**src/rtl/score_accumulator.sv**
```systemverilog
`timescale 1ns/1ps
// -----------------------------------------------------------------------------
// score_accumulator
//
// Game-score engine between the hit-detect logic and the score display drawer.
// Rising edges on each hit-event line add that source's point weight, a rising
// edge on the penalty line removes penalty_pts, and the result is clamped to
// 0..SCORE_MAX. The binary score is converted serially (double-dabble) to BCD
// for the HUD / 7-segment path.
//
// Ports
//   clk            system clock
//   reset          synchronous, active-high reset
//   clear          synchronous score clear (new game), level sensitive
//   event_in       hit levels, one per point source
//   penalty_in     penalty hit level
//   penalty_pts    points removed per penalty edge
//   score          binary score
//   score_bcd      BCD score, digit 0 ([3:0]) = units
//   bcd_valid      score_bcd matches score
//   score_changed  one-cycle pulse after the score register changed value
//   saturated      score == SCORE_MAX
//   armed          events are being counted
//
// BCD converter states
//   state | meaning
//   IDLE  | score_bcd up to date, waiting for a score change
//   LOAD  | capture the current score into the shift register
//   SHIFT | SCORE_W add-3-then-shift iterations
//   DONE  | publish result, or restart if the score moved meanwhile
// -----------------------------------------------------------------------------
module score_accumulator #(
    parameter int                        NUM_SRC    = 4,
    parameter int                        PTS_W      = 4,
    parameter logic [NUM_SRC*PTS_W-1:0]  SRC_POINTS = {4'd8, 4'd4, 4'd2, 4'd1},
    parameter int                        SCORE_W    = 14,
    parameter int                        SCORE_MAX  = 9999,
    parameter int                        DIGITS     = 4,
    parameter int                        ARM_CYCLES = 2
) (
    input  logic                  clk,
    input  logic                  reset,
    input  logic                  clear,
    input  logic [NUM_SRC-1:0]    event_in,
    input  logic                  penalty_in,
    input  logic [PTS_W-1:0]      penalty_pts,
    output logic [SCORE_W-1:0]    score,
    output logic [4*DIGITS-1:0]   score_bcd,
    output logic                  bcd_valid,
    output logic                  score_changed,
    output logic                  saturated,
    output logic                  armed
);

    // Wide enough that score + all weights - penalty never wraps; MSB is sign.
    localparam int NEXT_W = SCORE_W + PTS_W + $clog2(NUM_SRC) + 1;
    localparam int ARM_W  = (ARM_CYCLES < 1) ? 1 : $clog2(ARM_CYCLES + 1);
    localparam int CNT_W  = $clog2(SCORE_W + 1);
    localparam int SH_W   = 4*DIGITS + SCORE_W;

    typedef enum logic [1:0] {
        IDLE  = 2'd0,
        LOAD  = 2'd1,
        SHIFT = 2'd2,
        DONE  = 2'd3
    } bcdState_t;

    // ------------------------------------------------------------------
    // Edge detection
    // ------------------------------------------------------------------
    logic [NUM_SRC-1:0] prevEvt;
    logic               prevPen;
    logic [NUM_SRC-1:0] evtRise;
    logic               penRise;

    // Edge registers follow the inputs even in reset, so a level held
    // through reset release never looks like a fresh hit.
    always_ff @(posedge clk) begin
        prevEvt <= event_in;
        prevPen <= penalty_in;
    end

    assign evtRise = event_in & ~prevEvt;
    assign penRise = penalty_in & ~prevPen;

    // ------------------------------------------------------------------
    // Arming
    // ------------------------------------------------------------------
    logic [ARM_W-1:0] armCnt;

    always_ff @(posedge clk) begin
        if (reset) begin
            armCnt <= '0;
            armed  <= 1'b0;
        end else if (!armed) begin
            armCnt <= armCnt + ARM_W'(1);
            armed  <= (({1'b0, armCnt} + (ARM_W+1)'(1)) >= (ARM_W+1)'(ARM_CYCLES));
        end
    end

    // ------------------------------------------------------------------
    // Score arithmetic
    // ------------------------------------------------------------------
    logic [NEXT_W-1:0]  addSum;
    logic [NEXT_W-1:0]  subVal;
    logic [NEXT_W-1:0]  nextRaw;
    logic [SCORE_W-1:0] nextClamped;
    logic               scoreWillChange;

    always_comb begin
        addSum = '0;
        for (int i = 0; i < NUM_SRC; i++) begin
            if (evtRise[i]) begin
                addSum = addSum + NEXT_W'(SRC_POINTS[i*PTS_W +: PTS_W]);
            end
        end
        subVal  = penRise ? NEXT_W'(penalty_pts) : '0;
        nextRaw = NEXT_W'(score) + addSum - subVal;

        if (nextRaw[NEXT_W-1]) begin
            nextClamped = '0;
        end else if (nextRaw > NEXT_W'(SCORE_MAX)) begin
            nextClamped = SCORE_W'(SCORE_MAX);
        end else begin
            nextClamped = nextRaw[SCORE_W-1:0];
        end
    end

    always_comb begin
        scoreWillChange = 1'b0;
        if (clear) begin
            scoreWillChange = (score != '0);
        end else if (armed) begin
            scoreWillChange = (nextClamped != score);
        end
    end

    always_ff @(posedge clk) begin
        if (reset) begin
            score         <= '0;
            score_changed <= 1'b0;
        end else if (clear) begin
            score         <= '0;
            score_changed <= scoreWillChange;
        end else if (armed) begin
            score         <= nextClamped;
            score_changed <= scoreWillChange;
        end else begin
            score_changed <= 1'b0;
        end
    end

    assign saturated = (score == SCORE_W'(SCORE_MAX));

    // ------------------------------------------------------------------
    // BCD converter
    // ------------------------------------------------------------------
    bcdState_t           state;
    bcdState_t           nextState;
    logic                pending;
    logic [SCORE_W-1:0]  binSh;
    logic [4*DIGITS-1:0] bcdSh;
    logic [CNT_W-1:0]    bitCnt;
    logic [SH_W-1:0]     shiftNext;
    logic                loadEn;
    logic                shiftEn;
    logic                writeEn;
    logic                restart;

    function automatic logic [4*DIGITS-1:0] dabble(input logic [4*DIGITS-1:0] v);
        logic [4*DIGITS-1:0] r;
        r = v;
        for (int d = 0; d < DIGITS; d++) begin
            if (r[4*d +: 4] >= 4'd5) begin
                r[4*d +: 4] = r[4*d +: 4] + 4'd3;
            end
        end
        return r;
    endfunction

    assign shiftNext = {dabble(bcdSh), binSh} << 1;

    always_ff @(posedge clk) begin
        if (reset) begin
            state <= IDLE;
        end else begin
            state <= nextState;
        end
    end

    always_comb begin
        nextState = state;
        loadEn    = 1'b0;
        shiftEn   = 1'b0;
        writeEn   = 1'b0;
        // A change seen while sitting in DONE is as stale as a pending one.
        restart   = pending | score_changed;
        case (state)
            IDLE: begin
                if (score_changed) begin
                    nextState = LOAD;
                end
            end
            LOAD: begin
                loadEn    = 1'b1;
                nextState = SHIFT;
            end
            SHIFT: begin
                shiftEn = 1'b1;
                if (bitCnt == CNT_W'(1)) begin
                    nextState = DONE;
                end
            end
            DONE: begin
                if (restart) begin
                    nextState = LOAD;
                end else begin
                    writeEn   = 1'b1;
                    nextState = IDLE;
                end
            end
            default: nextState = IDLE;
        endcase
    end

    always_ff @(posedge clk) begin
        if (reset) begin
            score_bcd <= '0;
            bcd_valid <= 1'b1;
            pending   <= 1'b0;
            binSh     <= '0;
            bcdSh     <= '0;
            bitCnt    <= '0;
        end else begin
            // Invalidate on the same edge the score moves, so bcd_valid never
            // claims a match against the new value.
            if (scoreWillChange) begin
                bcd_valid <= 1'b0;
            end else if (writeEn) begin
                bcd_valid <= 1'b1;
            end

            if (writeEn) begin
                score_bcd <= bcdSh;
            end

            if (state == DONE) begin
                pending <= 1'b0;
            end else if (score_changed && (state != IDLE)) begin
                pending <= 1'b1;
            end

            if (loadEn) begin
                binSh  <= score;
                bcdSh  <= '0;
                bitCnt <= CNT_W'(SCORE_W);
            end else if (shiftEn) begin
                bcdSh  <= shiftNext[SH_W-1:SCORE_W];
                binSh  <= shiftNext[SCORE_W-1:0];
                bitCnt <= bitCnt - CNT_W'(1);
            end
        end
    end

endmodule

```
**config.mk**
```make
export PLATFORM = sky130hd
export DESIGN_NAME = score_accumulator
export DESIGN_NICKNAME = d
export VERILOG_FILES = /design/src/rtl/score_accumulator.sv
export SDC_FILE = /design/constraint.sdc
export NUM_CORES = 1
export LEC_CHECK = 0
export CAP_MARGIN = 0
export CORE_AREA = 2 2 97 99
export CTS_BUF_LIST = sky130_fd_sc_hd__clkbuf_4 sky130_fd_sc_hd__clkbuf_8 sky130_fd_sc_hd__clkbuf_16
export DETAILED_ROUTE_END_ITERATION = 8
export DIE_AREA = 0 0 99 101
export PLACE_DENSITY = 0.76
export RECOVER_POWER = 100
export SYNTH_ARGS = -nofsm -noshare
export SYNTH_HDL_FRONTEND = slang
export SYNTH_SLANG_ARGS = --single-unit
export TNS_END_PERCENT = 100
```
**constraint.sdc**
```tcl
create_clock -name clk -period 5.4 [get_ports clk]
set_clock_uncertainty 0.2 [all_clocks]
set_input_delay 0.81 -clock clk [delete_from_list [all_inputs] [get_ports clk]]
set_output_delay 0.81 -clock clk [all_outputs]
set_load 0.01 [all_outputs]
```
==> results.txt, run 1 <==
status -> finished, violations left
failing checks -> max-capacitance violations, max-slew violations
Seq pwr share -> 24.8%
# rows -> 35
synth top area cells -> dfxtp_1, ha_1, a21oi_1, nand2_1, nor2_1
DRT Wirelength -> 11600 um
Sw Ratio -> 45.4%
Data required, critical path -> 5.44 ns
worst vdd ir -> 0.308 mV
Multi-input gate area -> 3010 um2
worst hold stages -> 2
Tot Pwr -> 2.98 mW
Fillers -> 764
drt pass-1 iters -> 5
CTS tree -> done
clk buf depth -> 2
Clock Latency Late Sink -> 0.35 ns
vias per inst -> 5.84
drt initial violations -> 271
area delta synth->final -> 15.4%
Distinct cells, synth -> 65
number of buffers created by CTS -> 9
Post-CTS Hold Fix Bufs -> 0
die area -> 10000 um2
busiest metal layer after global routing -> met2
Clock Power Share -> 15.7%
RSZ-0062 raised after global routing -> no
Worst Setup SP -> penalty_in
CP endpoint kind -> flop
pin count of the biggest net entering global routing -> 45
Hold Fails Final Rpt -> 0
Leakage Power -> 2.11 nW
top_reg_cell synth -> dfxtp_1
internal power -> 1.63 mW
Fin Hold WS -> 0.252 ns
Tot GR Track Use -> 24.5%
CP max FO -> 5
Register Area -> 1540 um2
fmax -> 0.195 GHz
EDFF count, synth -> 0
Rel. slew slack -> -30.4%
met3 Track Usage GR -> 4.23%
Routed Antenna Nets -> 0
Max Cap Viol -> 1
register bit total from synthesis -> 77
clock sinks -> 77
post-layout net count -> 692
Diodes inserted -> 0
min cycle time layout -> 5.12 ns
CTS root buffer -> clkbuf_8
combinational power share -> 59.5%
post-detail-place hpwl -> 8640 um
post-CTS sizing -> 0
Worst Reg-to-Reg Cells -> 13
post-synthesis async set-or-reset flop share -> 0%
power per cell area -> 536 nW/um2
met2 Use GR -> 38.9%
DR WL/cell -> 15.4 um
crit path DAT -> 5.16 ns
via count -> 4398
initial antenna violation count -> 0
Post-CTS Setup Bufs -> 0
DR DRC count -> 0
Ys Warns -> 0
GPL Wtd Cong -> 0.941
syn avg cell area -> 8.00 um2
synthesized instance count -> 602
Layout Utilization -> 62.0%
number of global-route vias before repair -> 4285
first-pass GRT wire length -> 20000 um
Worst-Margin Slew -> 1.96 ns
area leader, netlist -> dfxtp_1
Final Max Slew Viols -> 45
port bufs -> 45
Clock Pin Slew Worst Setup and Hold Paths -> 0.08 ns
layout cells sized above 1 -> 4.67%
worst hold path type -> flop to flop
final setup fails -> 0
Core ar. -> 8980 um2
r2r setup slk -> 0.77 ns
Synth top area share -> 32.0%
most common cell in the netlist -> dfxtp_1
syn nets -> 656
critical path class -> input pin to flop
final worst-path cycle share -> 94.8%
met1 Track Usage GR -> 33.1%
synth cell count leaders -> dfxtp_1, nand2_1, a21oi_1, nor2_1, inv_1
Psw -> 1.35 mW
die height -> 101 um
global-route congestion overflow total -> 0
sequential share of the synthesized area -> 32.0%
worst hold path startpoint -> score_bcd[4]$_SDFFE_PP0P_
Cell Area, Synth -> 4820 um2
Die X-Extent -> 99 um
starting density of the core -> 53.7%
crit path launch type -> input pin
Top Ports -> 46
reg-to-reg startpoint -> score[1]$_SDFFE_PP0P_
H-tree depth -> 3
[registers in the layout (all words and copies together), names as in the netlist]
register       count
binSh             14
armed              1
armCnt             2
bcd_valid          1
score_bcd         16
score             14
score_changed      1
bitCnt             4
pending            1
bcdSh             16
prevEvt            4
state              2
prevPen            1
[critical path: stages]
cell and delay, ns:
clkdlybuf4s50_1 0.46, nor2b_1 0.20, and2_0 0.19, fa_1 0.47, fa_1 0.47, nand2b_1 0.18, a2111o_1 0.43, a21o_1 0.23
a21o_1 0.18, or3_1 0.30, a2111oi_0 0.46, nand4_1 0.15, a221o_1 0.33, o32a_1 0.28
[layer usage]
metal	vias up	part of all wire [%]
li1	2200	-
met1	2031	47
met2	144	46
met3	23	5.3
met4	0	2.0
met5	-	0
[layout by cell type (no fill, tap or decap), types with 9 or more instances in the layout]
cell and count:
inv_1 43, dfxtp_1 77, a21oi_1 62, nor3_1 16
dlygate4sd3_1 39, mux2i_1 21, nand3_1 12, a211oi_1 23
clkbuf_8 9, nand2_1 63, nand2b_1 15, o21ai_0 21
nor2_1 61, xnor2_1 13, ha_1 38
[final cells by class]
type / count / area share (%)
well taps: 111 / 2.50
repair buffers: 52 / 8.98
clock buffers: 9 / 2.23
clock inverters: 6 / 1.55
flip-flops and latches: 77 / 27.7
inverters: 44 / 2.97
multi-input cells: 454 / 54.1
[through the flow]
stage,area [um2],setup WS (ns),setup TNS (ns),std cells
6_report,5560,0.281,0,753
2_1_floorplan,4820,0.664,0,602
3_3_place_gp,5360,0.0483,0,738
4_1_cts,5570,0.303,0,753
3_5_place_dp,5360,-0.0527,-0.0527,738
5_1_grt,5560,0.0617,0,753
[power groups by stage]
| stage | registers (mW) | clock network, mW | logic [mW] |
|---|---|---|---|
| 2_1_floorplan | 0.719 | 0 | 1.33 |
| 3_3_place_gp | 0.747 | 0 | 1.70 |
| 3_5_place_dp | 0.750 | 0 | 1.74 |
| 4_1_cts | 0.737 | 0.482 | 1.75 |
| 5_1_grt | 0.750 | 0.504 | 1.97 |
| 6_report | 0.738 | 0.469 | 1.77 |
[logic make-up after synthesis]
kind of cell    Yosys count  synth area share (%)
simple gates            213                  21.6
compound gates          159                  21.5
flops                    77                  32.0
buf+inv                  71                  5.56
fa+ha+maj                42                  11.5
mux                      22                  4.60
xor+xnor                 18                  3.27
[path summary, 6_finish.rpt]
check | to
max | score_changed$_SDFF_PP0_
max reg2reg | score_changed$_SDFF_PP0_
min | score_bcd[4]$_SDFFE_PP0P_
min reg2reg | score_bcd[4]$_SDFFE_PP0P_
No activity file was read; power rests on OpenSTA's default activity.
==> run 2, diff against run 1 <==
- CTS_CLUSTER_DIAMETER: default -> 200
- clock period: 5.4 -> 5.3 ns (I/O delays scaled with it)
==> results.txt, run 2 (synthesis gave the netlist of run 1 again) <==
pin count of the biggest net entering global routing -> 45 (unchanged)
Setup WS post-layout -> 0.239 ns (was 0.281 ns)
CTS root buffer -> clkbuf_8 (unchanged)
crit-path cells -> clkdlybuf4s50_1, nor2b_1, and2_1, fa_1, fa_1, nand2b_1, a2111o_1, a21o_1, a21o_1, or3_1, a2111oi_0, nand4_1, a221o_1, o32a_1 (was clkdlybuf4s50_1, nor2b_1, and2_0, fa_1, fa_1, nand2b_1, a2111o_1, a21o_1, a21o_1, or3_1, a2111oi_0, nand4_1, a221o_1, o32a_1)
Rel. slew slack -> -29.5% (was -30.4%)
metal2 WL -> 5160 um (was 5350 um)
Layout Utilization -> 62.3% (was 62.0%)
Clock Latency Late Sink -> 0.34 ns (was 0.35 ns)
DRT Wirelength -> 11300 um (was 11600 um)
highest metal used -> met4 (unchanged)
worst hold path type -> flop to flop (unchanged)
drt pass-1 iters -> 5 (unchanged)
power per cell area -> 547 nW/um2 (was 536 nW/um2)
first-pass GRT wire length -> 18900 um (was 20000 um)
worst vdd ir -> 0.333 mV (was 0.308 mV)
Diodes inserted -> 0 (unchanged)
status -> finished, violations left (unchanged)
Final Max Slew Viols -> 45 (unchanged)
met1 WL -> 5330 um (was 5430 um)
area delta synth->final -> 16.1% (was 15.4%)
Data required, critical path -> 5.32 ns (was 5.44 ns)
Die X-Extent -> 99 um (unchanged)
most frequent cells in the layout -> dfxtp_1, nand2_1, a21oi_1 (unchanged)
Tot Pwr -> 3.06 mW (was 2.98 mW)
Core ar. -> 8980 um2 (unchanged)
RSZ-0062 raised after global routing -> no (unchanged)
# rows -> 35 (unchanged)
Place WS -> -0.0769 ns (was -0.0527 ns)
Worst path max stage delay -> 0.47 ns (about the same)
Top Ports -> 46 (unchanged)
Worst-Margin Slew -> 1.94 ns (was 1.96 ns)
layout cells sized above 1 -> 5.55% (was 4.67%)
final worst-path cycle share -> 95.5%
Slowest cell on crit path -> fa_1 (unchanged)
vias per inst -> 5.81 (was 5.84)
CP max FO -> 5 (unchanged)
min cycle time layout -> 5.06 ns
Post-CTS Hold Fix Bufs -> 0 (unchanged)
die height -> 101 um (unchanged)
non-filler instance count after layout -> 760 (was 753)
CP endpoint kind -> flop (unchanged)
Leakage Power -> 2.12 nW (was 2.11 nW)
post-layout net count -> 698 (was 692)
final setup fails -> 0 (unchanged)
setup TNS -> 0 ns (unchanged)
GPL Wtd Cong -> 0.906 (was 0.941)
initial antenna violation count -> 0 (unchanged)
Post-CTS Setup Bufs -> 0 (unchanged)
critical path class -> input pin to flop (unchanged)
worst path bufs/invs -> 1 (unchanged)
via count -> 4419 (was 4398)
met3 wire len -> 717 um (was 617 um)
Largest regs -> bcdSh x16, score_bcd x16 (unchanged)
fmax -> 0.198 GHz
Max Cap Viol -> 1 (unchanged)
crit path DAT -> 5.08 ns (was 5.16 ns)
clock sinks -> 77 (unchanged)
number of global-route vias before repair -> 4011 (was 4285)
clk buf depth -> 2 (unchanged)
die area -> 10000 um2 (unchanged)
port bufs -> 45 (unchanged)
Hold Fails Final Rpt -> 0 (unchanged)
global-route congestion overflow total -> 0 (unchanged)
post-detail-place hpwl -> 8570 um (was 8640 um)
starting density of the core -> 53.7% (unchanged)
post-CTS sizing -> 0 (unchanged)
Routed Antenna Nets -> 0 (unchanged)
Clock Pin Slew Worst Setup and Hold Paths -> 0.09 ns (was 0.08 ns)
drt initial violations -> 343 (was 271)
CTS tree -> done (unchanged)
Tot GR Track Use -> 22.8% (was 24.5%)
DR WL/cell -> 14.9 um (was 15.4 um)
DR DRC count -> 0 (unchanged)
most common cell after layout, fill and taps aside -> dfxtp_1 (unchanged)
r2r setup slk -> 0.74 ns (was 0.77 ns)
Crit path max-delay family -> compound AO/OA/AOI/OAI gates (unchanged)
failing checks -> max-capacitance violations, max-slew violations (unchanged)
number of buffers created by CTS -> 9 (unchanged)
# placed instances -> 744 (was 738)
crit path launch type -> input pin (unchanged)
H-tree depth -> 3 (unchanged)
==> run 2: changes by cell type in the layout (fill, tap and decap cells not counted), sizes merged <==
cell      before  now
bufinv         2    1
clkinvlp       1    2
clkbuf        10   14
inv           45   46
buf            6    9
clkinv         2    1
==> run 2: through the flow <==
stage               instance area (um2)  hold WS, ns
floorplan                          4820        0.245
global placement                   5400        0.241
detailed placement                 5400        0.249
CTS                                5610        0.261
global route                       5590        0.276
finish                             5590        0.254
==> run 2: where the power goes <==
| part | switching [mW] | leakage [nW] | internal [mW] |
|---|---|---|---|
| Combinational | 1.07 | 1.40 | 0.786 |
| Clock | 0.223 | 0.0969 | 0.227 |
| Sequential | 0.0947 | 0.626 | 0.656 |
| Total | 1.39 | 2.12 | 1.67 |
==> run 2: final timing paths <==
check                         endpoint                      start  cells after the start
max           score_changed$_SDFF_PP0_                 penalty_in                     14
min          score_bcd[0]$_SDFFE_PP0P_  score_bcd[0]$_SDFFE_PP0P_                      2
max reg2reg   score_changed$_SDFF_PP0_      score[1]$_SDFFE_PP0P_                     13
min reg2reg  score_bcd[0]$_SDFFE_PP0P_  score_bcd[0]$_SDFFE_PP0P_                      2
==> run 2: area by class of cell <==
class                   count  area (um2)
flip-flops and latches     77        1540
fillers                   787        3380
clock inverters             6        71.3
well taps                 111         139
inverters                  44         165
clock buffers              10         131
repair buffers             58         537
multi-input cells         454        3010
==> run 2: layer usage <==
metal,vias up,GRT usage (%)
met5,-,0
met4,0,4.53
met3,10,3.26
met2,146,37.4
met1,2052,32.2
li1,2211,-
==> run 2: worst register-to-register path, delay by kind of cell (launching register included) <==
family / cells / cell delay, ns
flip-flops: 1 / 0.59
adder cells (fa/ha/maj): 2 / 0.92
buffers and inverters: 2 / 0.20
AND/OR/NAND/NOR: 1 / 0.48
AO/OA/AOI/OAI: 8 / 2.06
==> run 3, diff against run 2 <==
- CELL_PAD_IN_SITES_DETAIL_PLACEMENT: default -> 0
- CELL_PAD_IN_SITES_GLOBAL_PLACEMENT: default -> 1
- CORE_AREA: 2 2 97 99 -> 2 2 109 111
- DIE_AREA: 0 0 99 101 -> 0 0 111 113
- PLACE_DENSITY: 0.76 -> default
- PLACE_DENSITY_LB_ADDON: default -> 0.1
==> results.txt, run 3 (synthesis gave the netlist of run 1 again) <==
global-route congestion overflow total -> 0 (unchanged)
CTS root buffer -> clkbuf_16 (was clkbuf_8)
Largest regs -> bcdSh x16, score_bcd x16 (unchanged)
DR WL/cell -> 15.3 um (was 14.9 um)
Data required, critical path -> 5.32 ns (about the same)
Psw -> 1.40 mW (was 1.39 mW)
crit-path cells -> clkdlybuf4s50_1, nor2b_1, and2_1, fa_1, inv_1, ha_1, a211oi_1, o21ai_1, a211oi_1, o21ai_0, clkbuf_1, and3_4, a21boi_4, a211o_1, a221o_1, o32a_1 (was clkdlybuf4s50_1, nor2b_1, and2_1, fa_1, fa_1, nand2b_1, a2111o_1, a21o_1, a21o_1, or3_1, a2111oi_0, nand4_1, a221o_1, o32a_1)
clock sinks -> 77 (unchanged)
clk buf depth -> 2 (unchanged)
port bufs -> 45 (unchanged)
final worst-path cycle share -> 95.3% (was 95.5%)
drt pass-1 iters -> 4 (was 5)
Clock Power Share -> 20.2% (was 14.7%)
Clock Pin Slew Worst Setup and Hold Paths -> 0.06 ns (was 0.09 ns)
most used cell along the critical path -> a211oi_1
met1 WL -> 5670 um (was 5330 um)
via count -> 4395 (was 4419)
Clock Latency Late Sink -> 0.34 ns (about the same)
most frequent cells in the layout -> dfxtp_1, nand2_1, a21oi_1 (unchanged)
critical path class -> input pin to flop (unchanged)
Seq pwr share -> 22.7% (was 24.5%)
power per cell area -> 567 nW/um2 (was 547 nW/um2)
worst vdd ir -> 0.331 mV (was 0.333 mV)
most common cell after layout, fill and taps aside -> dfxtp_1 (unchanged)
Layout Utilization -> 51.2% (was 62.3%)
highest metal used -> met4 (unchanged)
Sw Ratio -> 42.6% (was 45.4%)
DR DRC count -> 0 (unchanged)
Final Max Slew Viols -> 45 (unchanged)
pin count of the biggest net entering global routing -> 45 (unchanged)
status -> finished, violations left (unchanged)
setup TNS -> 0 ns (unchanged)
H-tree depth -> 3 (unchanged)
Leakage Power -> 2.20 nW (was 2.12 nW)
fmax -> 0.198 GHz (about the same)
vias per inst -> 5.53 (was 5.81)
failing checks -> max-capacitance violations, max-slew violations (unchanged)
die area -> 12500 um2 (was 10000 um2)
Slowest cell on crit path -> fa_1 (unchanged)
CTS tree -> done (unchanged)
CP max FO -> 5 (unchanged)
Hold Fails Final Rpt -> 0 (unchanged)
Tot GR Track Use -> 19.7% (was 22.8%)
Diodes inserted -> 0 (unchanged)
GPL Wtd Cong -> 0.866 (was 0.906)
met3 wire len -> 326 um (was 717 um)
internal power -> 1.88 mW (was 1.67 mW)
Top Ports -> 46 (unchanged)
combinational power share -> 57.1% (was 60.7%)
drt initial violations -> 210 (was 343)
post-CTS sizing -> 0 (unchanged)
Rel. slew slack -> -30.7% (was -29.5%)
CP endpoint kind -> flop (unchanged)
starting density of the core -> 42.7% (was 53.7%)
initial antenna violation count -> 0 (unchanged)
post-detail-place hpwl -> 9080 um (was 8570 um)
RSZ-0062 raised after global routing -> no (unchanged)
# rows -> 39 (was 35)
post-layout net count -> 702 (was 698)
Worst-Margin Slew -> 1.96 ns (was 1.94 ns)
worst hold path type -> flop to flop (unchanged)
Max Cap Viol -> 1 (unchanged)
metal2 WL -> 5840 um (was 5160 um)
layout cells sized above 1 -> 5.83% (was 5.55%)
Core ar. -> 11300 um2 (was 8980 um2)
Routed Antenna Nets -> 0 (unchanged)
area delta synth->final -> 19.9% (was 16.1%)
first-pass GRT wire length -> 20100 um (was 18900 um)
number of buffers created by CTS -> 9 (unchanged)
Die X-Extent -> 111 um (was 99 um)
Post-CTS Setup Bufs -> 0 (unchanged)
crit path launch type -> input pin (unchanged)
final setup fails -> 0 (unchanged)
Worst path max stage delay -> 0.56 ns (was 0.47 ns)
Tot Pwr -> 3.28 mW (was 3.06 mW)
die height -> 113 um (was 101 um)
DRT Wirelength -> 12200 um (was 11300 um)
crit path DAT -> 5.08 ns (about the same)
number of global-route vias before repair -> 4156 (was 4011)
min cycle time layout -> 5.05 ns (was 5.06 ns)
Post-CTS Hold Fix Bufs -> 0 (unchanged)
-- run 3: worst paths after layout --
path                                    from                    endpoint  slack [ns]  depth (start not counted)
setup / recovery                  penalty_in    score_changed$_SDFF_PP0_        0.25                         16
hold reg to reg   score_bcd[15]$_SDFFE_PP0P_  score_bcd[15]$_SDFFE_PP0P_        0.25                          2
hold / removal    score_bcd[15]$_SDFFE_PP0P_  score_bcd[15]$_SDFFE_PP0P_        0.25                          2
setup reg to reg             prevPen$_DFF_P_    score_changed$_SDFF_PP0_        0.91                         15
-- run 3: final cells by class --
| class | instances | area [um2] |
|---|---|---|
| timing repair buffer | 62 | 563 |
| sequential | 77 | 1540 |
| inverter | 44 | 165 |
| clock buffer | 11 | 246 |
| clock inverter | 4 | 72.6 |
| multi-input combinational | 454 | 3010 |
| fill | 1107 | 5500 |
| tap | 143 | 179 |
-- run 3: power by group through the flow --
| stage | combinational [mW] | sequential [mW] | clock [mW] |
|---|---|---|---|
| floorplan | 1.35 | 0.732 | 0 |
| global placement | 1.87 | 0.755 | 0 |
| detailed placement | 1.88 | 0.757 | 0 |
| CTS | 1.89 | 0.745 | 0.679 |
| global route | 2.05 | 0.758 | 0.703 |
| finish | 1.87 | 0.745 | 0.661 |
-- run 3: critical path, delay by kind of cell --
family	cells	cell delay [ns]
compound gates	8	2.30
simple gates	3	0.50
buf+inv	3	0.62
fa+ha+maj	2	0.86
-- run 3: layer usage --
metal,vias to the layer above,GRT usage [%]
li1,2224,-
met1,2065,24.4
met2,84,33.7
met3,22,2.89
met4,0,9.67
met5,-,0
-- run 3: through the flow --
stage / instances / area, um2 / setup WS [ns] / hold WS [ns]
floorplan: 602 / 4820 / 0.579 / 0.245
global placement: 780 / 5470 / 0.0325 / 0.242
detailed placement: 780 / 5470 / -0.0835 / 0.246
CTS: 795 / 5790 / 0.264 / 0.254
global route: 795 / 5780 / 0.0227 / 0.272
finish: 795 / 5780 / 0.249 / 0.248
